==> src/rtl/switch_move_controller.sv <==
// switch_move_controller
// Conditions the four raw board switches into debounced levels, one-per-press
// move commands on a valid/ready handshake, and a single game_reset pulse
// when all four switches are held as a chord.
// Optional build macro AUTO_REPEAT_EN adds an auto-repeat timer for a single
// held direction.
module switch_move_controller #(
  parameter int DEBOUNCE_CYCLES   = 250000,
  parameter int CHORD_HOLD_CYCLES = 12500000,
  parameter int REPEAT_CYCLES     = 5000000
) (
  input  logic       clk,
  input  logic       reset,
  input  logic       switch1,
  input  logic       switch2,
  input  logic       switch3,
  input  logic       switch4,
  input  logic       move_ready,
  output logic       move_valid,
  output logic [1:0] move_dir,
  output logic       game_reset,
  output logic [3:0] held
);

  localparam int DB_W = (DEBOUNCE_CYCLES > 1) ? $clog2(DEBOUNCE_CYCLES) : 1;
  localparam logic [DB_W-1:0] DB_LAST = DB_W'(DEBOUNCE_CYCLES - 1);
  localparam int CH_W = (CHORD_HOLD_CYCLES > 1) ? $clog2(CHORD_HOLD_CYCLES) : 1;
  localparam logic [CH_W-1:0] CH_LAST = CH_W'(CHORD_HOLD_CYCLES - 1);
  localparam logic [3:0] ALL_ON = 4'b1111;

  typedef enum logic [1:0] {
    IDLE       = 2'd0,
    CHORD_WAIT = 2'd1,
    CHORD_LOCK = 2'd2
  } state_t;

  state_t          state;
  state_t          state_nxt;
  logic [3:0]      sync_p0;
  logic [3:0]      sync_p1;
  logic [3:0]      held_p2;
  logic [DB_W-1:0] db_cnt [4];
  logic [CH_W-1:0] chord_cnt;
  logic [3:0]      rise;
  logic [3:0]      rep_vec;
  logic [3:0]      req_vec;
  logic [1:0]      req_dir;
  logic            req_ok;
  logic            enter_chord;

  // Stage p0/p1: two-flop synchronizer on the asynchronous switch pins
  always_ff @(posedge clk) begin
    if (reset) begin
      sync_p0 <= 4'b0000;
      sync_p1 <= 4'b0000;
    end else begin
      sync_p0 <= {switch4, switch3, switch2, switch1};
      sync_p1 <= sync_p0;
    end
  end

  // Stage p1 -> held: per-switch debounce; the counter never passes DB_LAST
  always_ff @(posedge clk) begin
    if (reset) begin
      held <= 4'b0000;
      for (int i = 0; i < 4; i++) db_cnt[i] <= '0;
    end else begin
      for (int i = 0; i < 4; i++) begin
        if (sync_p1[i] == held[i]) begin
          db_cnt[i] <= '0;
        end else if (db_cnt[i] == DB_LAST) begin
          held[i]   <= sync_p1[i];
          db_cnt[i] <= '0;
        end else begin
          db_cnt[i] <= db_cnt[i] + 1'b1;
        end
      end
    end
  end

  // Stage p2: previous debounced level for rising-edge detection
  always_ff @(posedge clk) begin
    if (reset) held_p2 <= 4'b0000;
    else       held_p2 <= held;
  end

  assign rise        = held & ~held_p2;
  assign enter_chord = (state == IDLE) && (held == ALL_ON);
  assign req_ok      = (state == IDLE) && (held != ALL_ON);

`ifdef AUTO_REPEAT_EN
  localparam int RP_W = (REPEAT_CYCLES > 1) ? $clog2(REPEAT_CYCLES) : 1;
  localparam logic [RP_W-1:0] RP_LAST = RP_W'(REPEAT_CYCLES - 1);

  logic [RP_W-1:0] rep_cnt;
  logic            rep_active;

  // Timer only runs while exactly one direction has been steadily held in IDLE
  assign rep_active = (state == IDLE) && (held == held_p2) && (held != 4'b0000) &&
                      ((held & (held - 4'd1)) == 4'b0000);

  // Repeat timer: restarts on every held change, on leaving IDLE, and after each fire
  always_ff @(posedge clk) begin
    if (reset)                   rep_cnt <= '0;
    else if (!rep_active)        rep_cnt <= '0;
    else if (rep_cnt == RP_LAST) rep_cnt <= '0;
    else                         rep_cnt <= rep_cnt + 1'b1;
  end

  assign rep_vec = (rep_active && (rep_cnt == RP_LAST)) ? held : 4'b0000;
`else
  // No auto-repeat: the interval parameter only shapes this constant tie-off
  assign rep_vec = 4'b0000 & {4{REPEAT_CYCLES > 0}};
`endif

  assign req_vec = rise | rep_vec;

  // Fixed priority up > down > left > right; lower requests are dropped
  always_comb begin
    req_dir = 2'd0;
    if      (req_vec[0]) req_dir = 2'd0;
    else if (req_vec[1]) req_dir = 2'd1;
    else if (req_vec[2]) req_dir = 2'd2;
    else if (req_vec[3]) req_dir = 2'd3;
  end

  // Single-entry move buffer; requests arriving while busy are discarded
  always_ff @(posedge clk) begin
    if (reset) begin
      move_valid <= 1'b0;
      move_dir   <= 2'd0;
    end else if (enter_chord) begin
      move_valid <= 1'b0;
    end else if (move_valid && move_ready) begin
      move_valid <= 1'b0;
    end else if (!move_valid && req_ok && (req_vec != 4'b0000)) begin
      move_valid <= 1'b1;
      move_dir   <= req_dir;
    end
  end

  // Chord hold timer: zero outside CHORD_WAIT, saturates at CH_LAST
  always_ff @(posedge clk) begin
    if (reset)                      chord_cnt <= '0;
    else if (state != CHORD_WAIT)   chord_cnt <= '0;
    else if (chord_cnt != CH_LAST)  chord_cnt <= chord_cnt + 1'b1;
  end

  // FSM state register
  always_ff @(posedge clk) begin
    if (reset) state <= IDLE;
    else       state <= state_nxt;
  end

  // FSM next state and the game_reset pulse
  always_comb begin
    state_nxt  = state;
    game_reset = 1'b0;
    case (state)
      IDLE: begin
        if (held == ALL_ON) state_nxt = CHORD_WAIT;
      end
      CHORD_WAIT: begin
        if (held != ALL_ON) begin
          state_nxt = IDLE;
        end else if (chord_cnt == CH_LAST) begin
          game_reset = 1'b1;
          state_nxt  = CHORD_LOCK;
        end
      end
      CHORD_LOCK: begin
        if (held == 4'b0000) state_nxt = IDLE;
      end
      default: state_nxt = IDLE;
    endcase
  end

endmodule
==> config.mk <==
export PLATFORM = sky130hd
export DESIGN_NAME = switch_move_controller
export DESIGN_NICKNAME = d
export VERILOG_FILES = /design/src/rtl/switch_move_controller.sv
export SDC_FILE = /design/constraint.sdc
export NUM_CORES = 1
export LEC_CHECK = 0
export ABC_AREA = 1
export BUFFER_PORTS_ARGS = -buffer_cell sky130_fd_sc_hd__buf_2
export CORE_ASPECT_RATIO = 0.8
export CORE_UTILIZATION = 35
export DETAILED_ROUTE_END_ITERATION = 10
export GPL_TIMING_DRIVEN = 0
export PLACE_DENSITY = 0.5
export SYNTH_ARGS = -nofsm -noshare
export SYNTH_HDL_FRONTEND = slang
export SYNTH_SLANG_ARGS = --single-unit
==> constraint.sdc <==
create_clock -name clk -period 3.75 [get_ports clk]
set_input_delay 0.1875 -clock clk [delete_from_list [all_inputs] [get_ports clk]]
set_output_delay 0.1875 -clock clk [all_outputs]
set_load 0.03 [all_outputs]
Yosys cells after proc, flatten, opt, wreduce, memory -nomap -nowiden
Memory sizes are Yosys's and may differ from the RTL's.
Index checks and enable logic that the tools add are counted.
- muxes and demuxes: 70
- reduce and logical (&&, ||, !) cells: 17
- $add $sub $neg: 5
- eq/ne operators: 18
- bitwise gates (word level): 20
- operators with widths (operator ; count):
    $mux W18 ; 12
    $add A18 B1 Y18 const B ; 4
    $eq A18 B18 Y1 const B ; 4
    $mux W1 ; 49
    $add A24 B1 Y24 const B ; 1
    $eq A24 B24 Y1 const B ; 1
    $ne A24 B24 Y1 const B ; 1
    $mux W2 ; 8
    $or A1 B1 Y1 ; 12
    $reduce_and A2 Y1 ; 4
    $not A1 Y1 ; 6
    $pmux W2 S3 ; 1
    $reduce_and A3 Y1 ; 2
    $logic_and A1 B1 Y1 ; 5
    $and A4 B4 Y4 ; 1
    $eq A1 B1 Y1 ; 4
    $eq A4 B4 Y1 const B ; 1
    $logic_not A4 Y1 ; 1
    $ne A2 B1 Y1 const B ; 2
    $ne A4 B4 Y1 const B ; 1
    $not A4 Y4 ; 1
    $reduce_bool A4 Y1 ; 1
    $ne A3 B3 Y1 const B ; 1
    $reduce_or A3 Y1 ; 1
    6 further kinds ; 6
- logic and storage cells: 142
- memories kept: 1
- output and inout port bits: 8
- bits in writable memories: 72
- bits in registers: 45
- memories (name ; depth ; width ; rd ports ; clocked after Yosys merged registers in ; write ports ; RTL line ; source):
    db_cnt ; 4 ; 18 ; 4 ; 0 ; 4 ; 42 ; logic [DB_W-1:0] db_cnt [4];

Depth between registers and ports, before layout
Gate-level depths: netlist of run 1.
An unclocked memory read counts as a cell.
- depth after elaboration: 8
- mapped depth: 8
- mapped depth without buffers: 8

Worst setup path before layout of run 1
No wires, ideal clock.
- path type: register -> register
- start: mem db_cnt[0][0] (netlist name)
- end: mem db_cnt[0][12] (netlist name) (data pin)
- buffers on the path: 1
- cell stages (with the launch flop): 8
- period minus slack after synthesis: 1582 ps
- arrival time: 1327 ps
- path slack: 2168 ps
- cells stage by stage: edfxtp_1 ha_1 nand3_2 nor2_1 nand3_1 nand2_4 buf_6 nor2_2
- RTL lines (element ; RTL line):
    start, declared ; 42

Worst setup path after layout of run 1
- start: reg chord_cnt[0]
- end: out game_reset
- longest elaborated chain between the ends: 4
- RTL lines (element ; RTL line ; source):
    start, declared ; 43 ; logic [CH_W-1:0] chord_cnt;
    start signal, assigned ; 146 ; else if (chord_cnt != CH_LAST) chord_cnt <= chord_cnt + 1'b1;
    $eq A24 B24 Y1 ; 166 ; end else if (chord_cnt == CH_LAST) begin
    $mux W1 ; 166 ;
    $mux W1 ; 164 ; if (held != ALL_ON) begin
    $mux W1 ; 159 ; case (state)
    end, declared ; 21 ; output logic game_reset,
No other way between the ends.

==> run metrics, run 1 <==
Sw Share about 22%; distinct cell type count after synthesis 30; clk root buf clkbuf_16; core footprint roughly 18000 µm²; hold slack 93.9 ps; final setup vio count 0; hold worst-path end move_valid; vias per std cell approximately 4.4; Power per Cell Area ~390 nW/µm²; share of cells above drive strength 1 10.9%; clock power share between 40 and 50%; VDD IR max approximately 290 µV; clock latency on the worst-skew pair about 410 ps; total design power 0.00308 W; Multi-input gate area 3400 µm²; synthesized area 6710 µm²; Vias 5502; largest net degree at the start of global routing 17; worst-case clock skew about 5.3 ps; drt pass-1 iters 5; DRT Wirelength roughly 14 mm; first-pass GRT wire length around 24 mm; CTS tree built; Syn. warnings 0; Worst Hold Launch move_ready; Post-Syn Instances ~900; min cycle time layout roughly 2200 ps; Fillers 1896; IO Pins 15; Util after Layout 43.2%; internal power around 0.0024 W; htree depth 4; Row Count 44; Slowest cell on crit path dfxtp_1; RSZ-0062 raised after global routing false; Tcrit/Tclk final 57.8%; post-route ant nets 0; CP Capture Type primary output; ANT cells 0; DP HPWL between 10 and 15 mm; Clock Sink Count 117; worst reg2reg endpoint db_cnt[0][9]; crit path launch type register; # hold bufs at CTS 5; setup slack, reg-to-reg between 1500 and 2000 ps; clk buf depth 2; CP Max Fanout 4; Worst R2R Path Depth 7; Pleak roughly 3 nW; CP Class register to primary output; Max-Cap Viols 0; Initial Util ~36%; GRT Total Usage 15.7%; Max Fclk around 0.46 GHz; port bufs 13; vias in the first global route between 4k and 5k; setup_tns 0 ps; RR Startpoint db_cnt[0][0]; DRT iter0 DRCs approximately 420; dominant cell type by area after synthesis edfxtp_1; gr ovfl total 0; switching power about 0.00069 W; chip height between 100 and 150 µm; slowest stage delay, CP 400 ps; synth top area cells edfxtp_1, dfxtp_1, nand2_1; Num CTS Buffers 17; die area 19700 µm²; post-synth top area share between 30% and 40%; worst endpoint required time roughly 3600 ps; hold path depth 4; Clock transition at path regs roughly 50 ps; Gate power share 3.6%; register area around 3100 µm²; gp weighted congestion 0.841; final-stage net count slightly above 1k; placed insts approximately 1.2k; Seq cells post-synth between 100 and 150; Worst EP arrival 1980 ps; wire length per cell roughly 11 µm; sequential share of power between 40% and 50%; Syn Area/Cell roughly 7.5 µm²; CP Cell Sequence ha_1 -> nand2_2 -> nor2_4 -> nand2_1 -> nor2_2 -> nand3_1 -> inv_1 -> buf_2; Post-CTS Setup Repair Bufs 0; antenna violations before repair 0; drc violations 0; Resized cells post-CTS 0; Area growth syn-to-layout 18.7%; fin. max-slew vios 0; status complete, no violations; width of the die around 160 µm; Hold Violations, Final 0; min-delay worst type input port to register; register area share after synthesis between 40% and 50%; final cell count without fillers approximately 1.3k
-- state kept, by name (all words and copies together), names as in the netlist --
register / cells
chord_cnt: 24
held: 4
db_cnt: 72
move_valid: 1
sync_p1: 4
held_p2: 4
state: 2
move_dir: 2
sync_p0: 4
-- worst max-delay path, delay by kind of cell (launching register included) --
kind / cells / cell delay (ps)
simple gates: 5 / 590
buf+inv: 2 / 280
fa+ha+maj: 1 / 280
flops: 1 / 400
-- synth_stat cells (all sizes together) --
| master | count |
|---|---|
| or2 | 13 |
| nand3 | 72 |
| ha | 5 |
| o21ai | 20 |
| edfxtp | 72 |
| nand2 | 212 |
| nor2 | 200 |
| xnor2 | 8 |
| nor3 | 4 |
| nand4 | 20 |
| nand3b | 4 |
| clkbuf | 1 |
| inv | 116 |
| xor2 | 22 |
| dfxtp | 45 |
| a21oi | 67 |
| clkinv | 1 |
| conb | 1 |
| buf | 7 |
-- per-layer routing --
| layer | GRT usage, % | wire length (µm) | vias up |
|---|---|---|---|
| li1 | - | - | 3018 |
| met1 | 23.8 | 8020 | 2407 |
| met2 | 21.0 | 5250 | 62 |
| met3 | 4.16 | 458 | 15 |
| met4 | 5.19 | 189 | 0 |
| met5 | 0 | 0 | - |
-- metrics by stage --
stage	worst slack [ps]	area (µm²)
global route	1420	7970
detailed placement	1920	7360
global placement	1900	7360
CTS	1540	7970
finish	1580	7970
floorplan	2170	6980
-- power groups by stage --
stage,registers [W],logic [W],clock network (W)
4_1_cts,0.00144,0.000111,0.00157
5_1_grt,0.00145,0.000131,0.00163
6_report,0.00144,0.000111,0.00152
3_5_place_dp,0.00147,0.000106,0
3_3_place_gp,0.00147,0.000106,0
2_1_floorplan,0.00146,0.0000870,0
-- final cells by class --
cell class | count | share of cell area, %
clock buffer | 24 | 6.44
buffer | 8 | 0.958
sequential | 117 | 38.4
timing repair buffer | 18 | 1.44
clock inverter | 8 | 0.565
tap | 253 | 3.97
inverter | 117 | 5.53
multi-input combinational | 719 | 42.6
-- worst max-delay path by stage --
stage	from	end	cells past startpoint
after floorplan	db_cnt[0][0]	db_cnt[0][12]	7
after global placement	db_cnt[0][0]	db_cnt[0][12]	7
after detailed placement	db_cnt[0][0]	db_cnt[0][9]	7
after CTS	chord_cnt[0]	game_reset	8
after global routing	chord_cnt[0]	game_reset	8
final	chord_cnt[0]	game_reset	8
-- logic make-up (layout without fill, tap and decap cells) --
logic type      after synthesis  count (layout)  share of synthesized area [%]
flops                       117             117                           45.6
xor+xnor                     30              30                           3.92
compound gates               87              87                           7.16
fa+ha+maj                     5               5                          0.932
simple gates                525             525                           34.6
other cells                   1              72                         0.0559
buf+inv                     125             175                           7.70
-- cells in the final DEF, fill, tap and decap left out, types with 7 or more instances in the layout --
| cell type | synthesis | final |
|---|---|---|
| edfxtp_1 | 72 | 72 |
| xor2_1 | 22 | 22 |
| a21oi_2 | 9 | 9 |
| a21oi_1 | 58 | 58 |
| or2_0 | 9 | 9 |
| buf_2 | 1 | 14 |
| clkbuf_16 | 0 | 18 |
| nand2_1 | 206 | 206 |
| dfxtp_1 | 45 | 45 |
| o21ai_0 | 17 | 17 |
| nand4_1 | 20 | 20 |
| nor2_2 | 25 | 25 |
| inv_1 | 115 | 115 |
| xnor2_1 | 8 | 8 |
| conb_1 | 1 | 72 |
| nor2_1 | 169 | 169 |
| nand3_1 | 66 | 66 |
| clkinv_2 | 1 | 7 |
Power figures use the tool's default switching activity.
==> run 2: changes to the inputs <==
clock period = 2.2 ns   (was 3.75 ns; I/O delays follow)
==> run 2 against run 1 <==
- register-to-register slack lost 1500 ps
- clock skew is essentially flat
- non-clock buffer count is the same
- hold slack lost 78 ps
- via count is essentially flat
- sequential cell count is the same
- clock-buffer cell count is the same
- combinational power grew 71%
- global-route usage is the same
- sequential share of layout area is essentially flat
- total power grew 70%
- critical path type unchanged
- critical endpoint unchanged
==> run metrics, run 2 (synthesized netlist as in run 1, its figures left out) <==
htree depth 4 (unchanged); die area 19700 µm² (unchanged); met3 usage 4.16% (unchanged); final setup vio count 0 (unchanged); VDD IR max 490 µV (+71%); antenna violations before repair 0 (unchanged); crit path launch type register; DRT iter0 DRCs 418 (unchanged); Top reg by flops db_cnt; Initial Util 36.4% (unchanged); Hold Violations, Final 0 (unchanged); min-delay worst type input port to register; Worst Setup EP game_reset; clk buf depth 2 (unchanged); port bufs 13 (unchanged); Final WS setup 194 ps (-1390 ps); Worst R2R Path Depth 7 (unchanged); Clock Sink Count 117 (unchanged); fin. max-slew vios 0 (unchanged); CP Class register to primary output; commonest non-fill, non-tap cells in the layout nand2_1, nor2_1, inv_1; GRT Total Usage 15.7% (unchanged); vias in the first global route 4964 (unchanged); Gate power share 3.6% (about the same); Tcrit/Tclk final 91.2%; GRT Max-Usage Layer met1; internal power 0.00407 W (+70%); Max Fclk approximately 0.5 GHz; width of the die 157 µm (unchanged); Sw Share 22.3% (about the same); CP Max Fanout 4 (unchanged); setup_tns 0 ps (unchanged); min cycle time layout between 2000 and 2500 ps; DRT Wirelength 13.9 mm (about the same); Clock transition at path regs 50 ps (about the same); drc violations 0 (unchanged); ANT cells 0 (unchanged); clock latency on the worst-skew pair 410 ps (about the same); commonest non-fill, non-tap cell in the layout nand2_1; Num CTS Buffers 17 (unchanged); DP Area 7360 µm² (unchanged); switching power 0.00117 W (+71%); CTS tree built; largest net degree at the start of global routing 17 (unchanged); share of cells above drive strength 1 11.1% (+0.20 points); Power per Cell Area 658 nW/µm² (+70%); post-route ant nets 0 (unchanged); post-route cell area 7970 µm² (about the same); clk root buf clkbuf_16; first-pass GRT wire length 24.3 mm (unchanged); DP HPWL 10.6 mm (unchanged); clock power share 49.5% (about the same); Area growth syn-to-layout 18.8% (about the same); worst endpoint required time 2090 ps (-1470 ps); Max-Cap Viols 0 (unchanged); gr ovfl total 0 (unchanged); total design power 0.00524 W (+70%); GR Util met1 23.8% (unchanged); IO Pins 15 (unchanged); Pleak 3.00 nW (about the same); status complete, no violations; sequential share of power 46.9% (about the same); met2 usage 21.0% (unchanged); hold slack 15.8 ps (-78.1 ps); worst-case clock skew 5.30 ps (-0.00155 ps); core footprint 18400 µm² (unchanged); Vias 5499 (-0.055%); Worst Setup SP chord_cnt[1]; wire length per cell 11.0 µm (about the same); pre-CTS WS 371 ps (-1550 ps); Worst EP arrival 1900 ps (-80 ps); drt pass-1 iters 6 (+1); vias per std cell 4.35 (about the same); Top Registers db_cnt (72), chord_cnt (24); RSZ-0062 raised after global routing false; setup slack, reg-to-reg 400 ps (-1550 ps); RR Startpoint db_cnt[0][0]; worst reg2reg endpoint db_cnt[0][9]; Row Count 44 (unchanged); chip height 126 µm (unchanged); CP Capture Type primary output; max reg flops 72 (unchanged); gp weighted congestion 0.841 (unchanged); final-stage net count 1010 (unchanged)
run 2: cell counts in the layout (fill, tap and decap cells not counted):
No cell type changed its count.
run 2: repair_timing:
item | in CTS | in global routing
endpoints found under the setup margin | 0 | 1
hold endpoints to repair | 8 | 0
hold buffers | 5 | 0
gates resized for setup | 0 | 2
setup buffers | 0 | 0
run 2: per-stage QoR:
step	utilization, %	instances
floorplan	-	961
global placement	39.9	1227
detailed placement	39.9	1227
CTS	43.2	1264
global route	43.2	1264
finish	43.2	1264
run 2: critical path: stages, from the launching register on:
cell     delay (ps)
dfxtp_1         370
ha_2            250
nand2_2          80
nor2_4          120
nand2_1          80
nor2_2          180
nand3_1         120
inv_1            90
buf_2           190
run 2: worst min path at each step:
stage,startpoint,to,cells past startpoint
floorplan,switch1,sync_p0[0],2
global placement,reset,state[1],2
detailed placement,reset,state[1],2
CTS,move_ready,move_valid,4
global route,move_ready,move_valid,4
finish,move_ready,move_valid,4
run 2: power groups by stage:
stage	clock [W]	combinational, W	sequential [W]
detailed placement	0	0.000181	0.00250
finish	0.00259	0.000190	0.00246
global route	0.00277	0.000224	0.00247
CTS	0.00268	0.000189	0.00246
global placement	0	0.000181	0.00250
floorplan	0	0.000148	0.00248
run 2: final cells by class:
class,count,area [µm²]
flip-flops and latches,117,3060
clock inverters,8,45.0
multi-input cells,719,3400
inverters,117,440
plain buffers,8,76.3
fillers,1895,10500
well taps,253,317
repair buffers,18,115
clock buffers,24,513
run 2: routing by layer:
| layer | wire length, µm | part of all wire, % | up-vias |
|---|---|---|---|
| met2 | 5250 | 38 | 62 |
| met3 | 466 | 3.3 | 15 |
| met5 | 0 | 0 | - |
| met1 | 8020 | 58 | 2405 |
| li1 | - | - | 3017 |
| met4 | 189 | 1.4 | 0 |
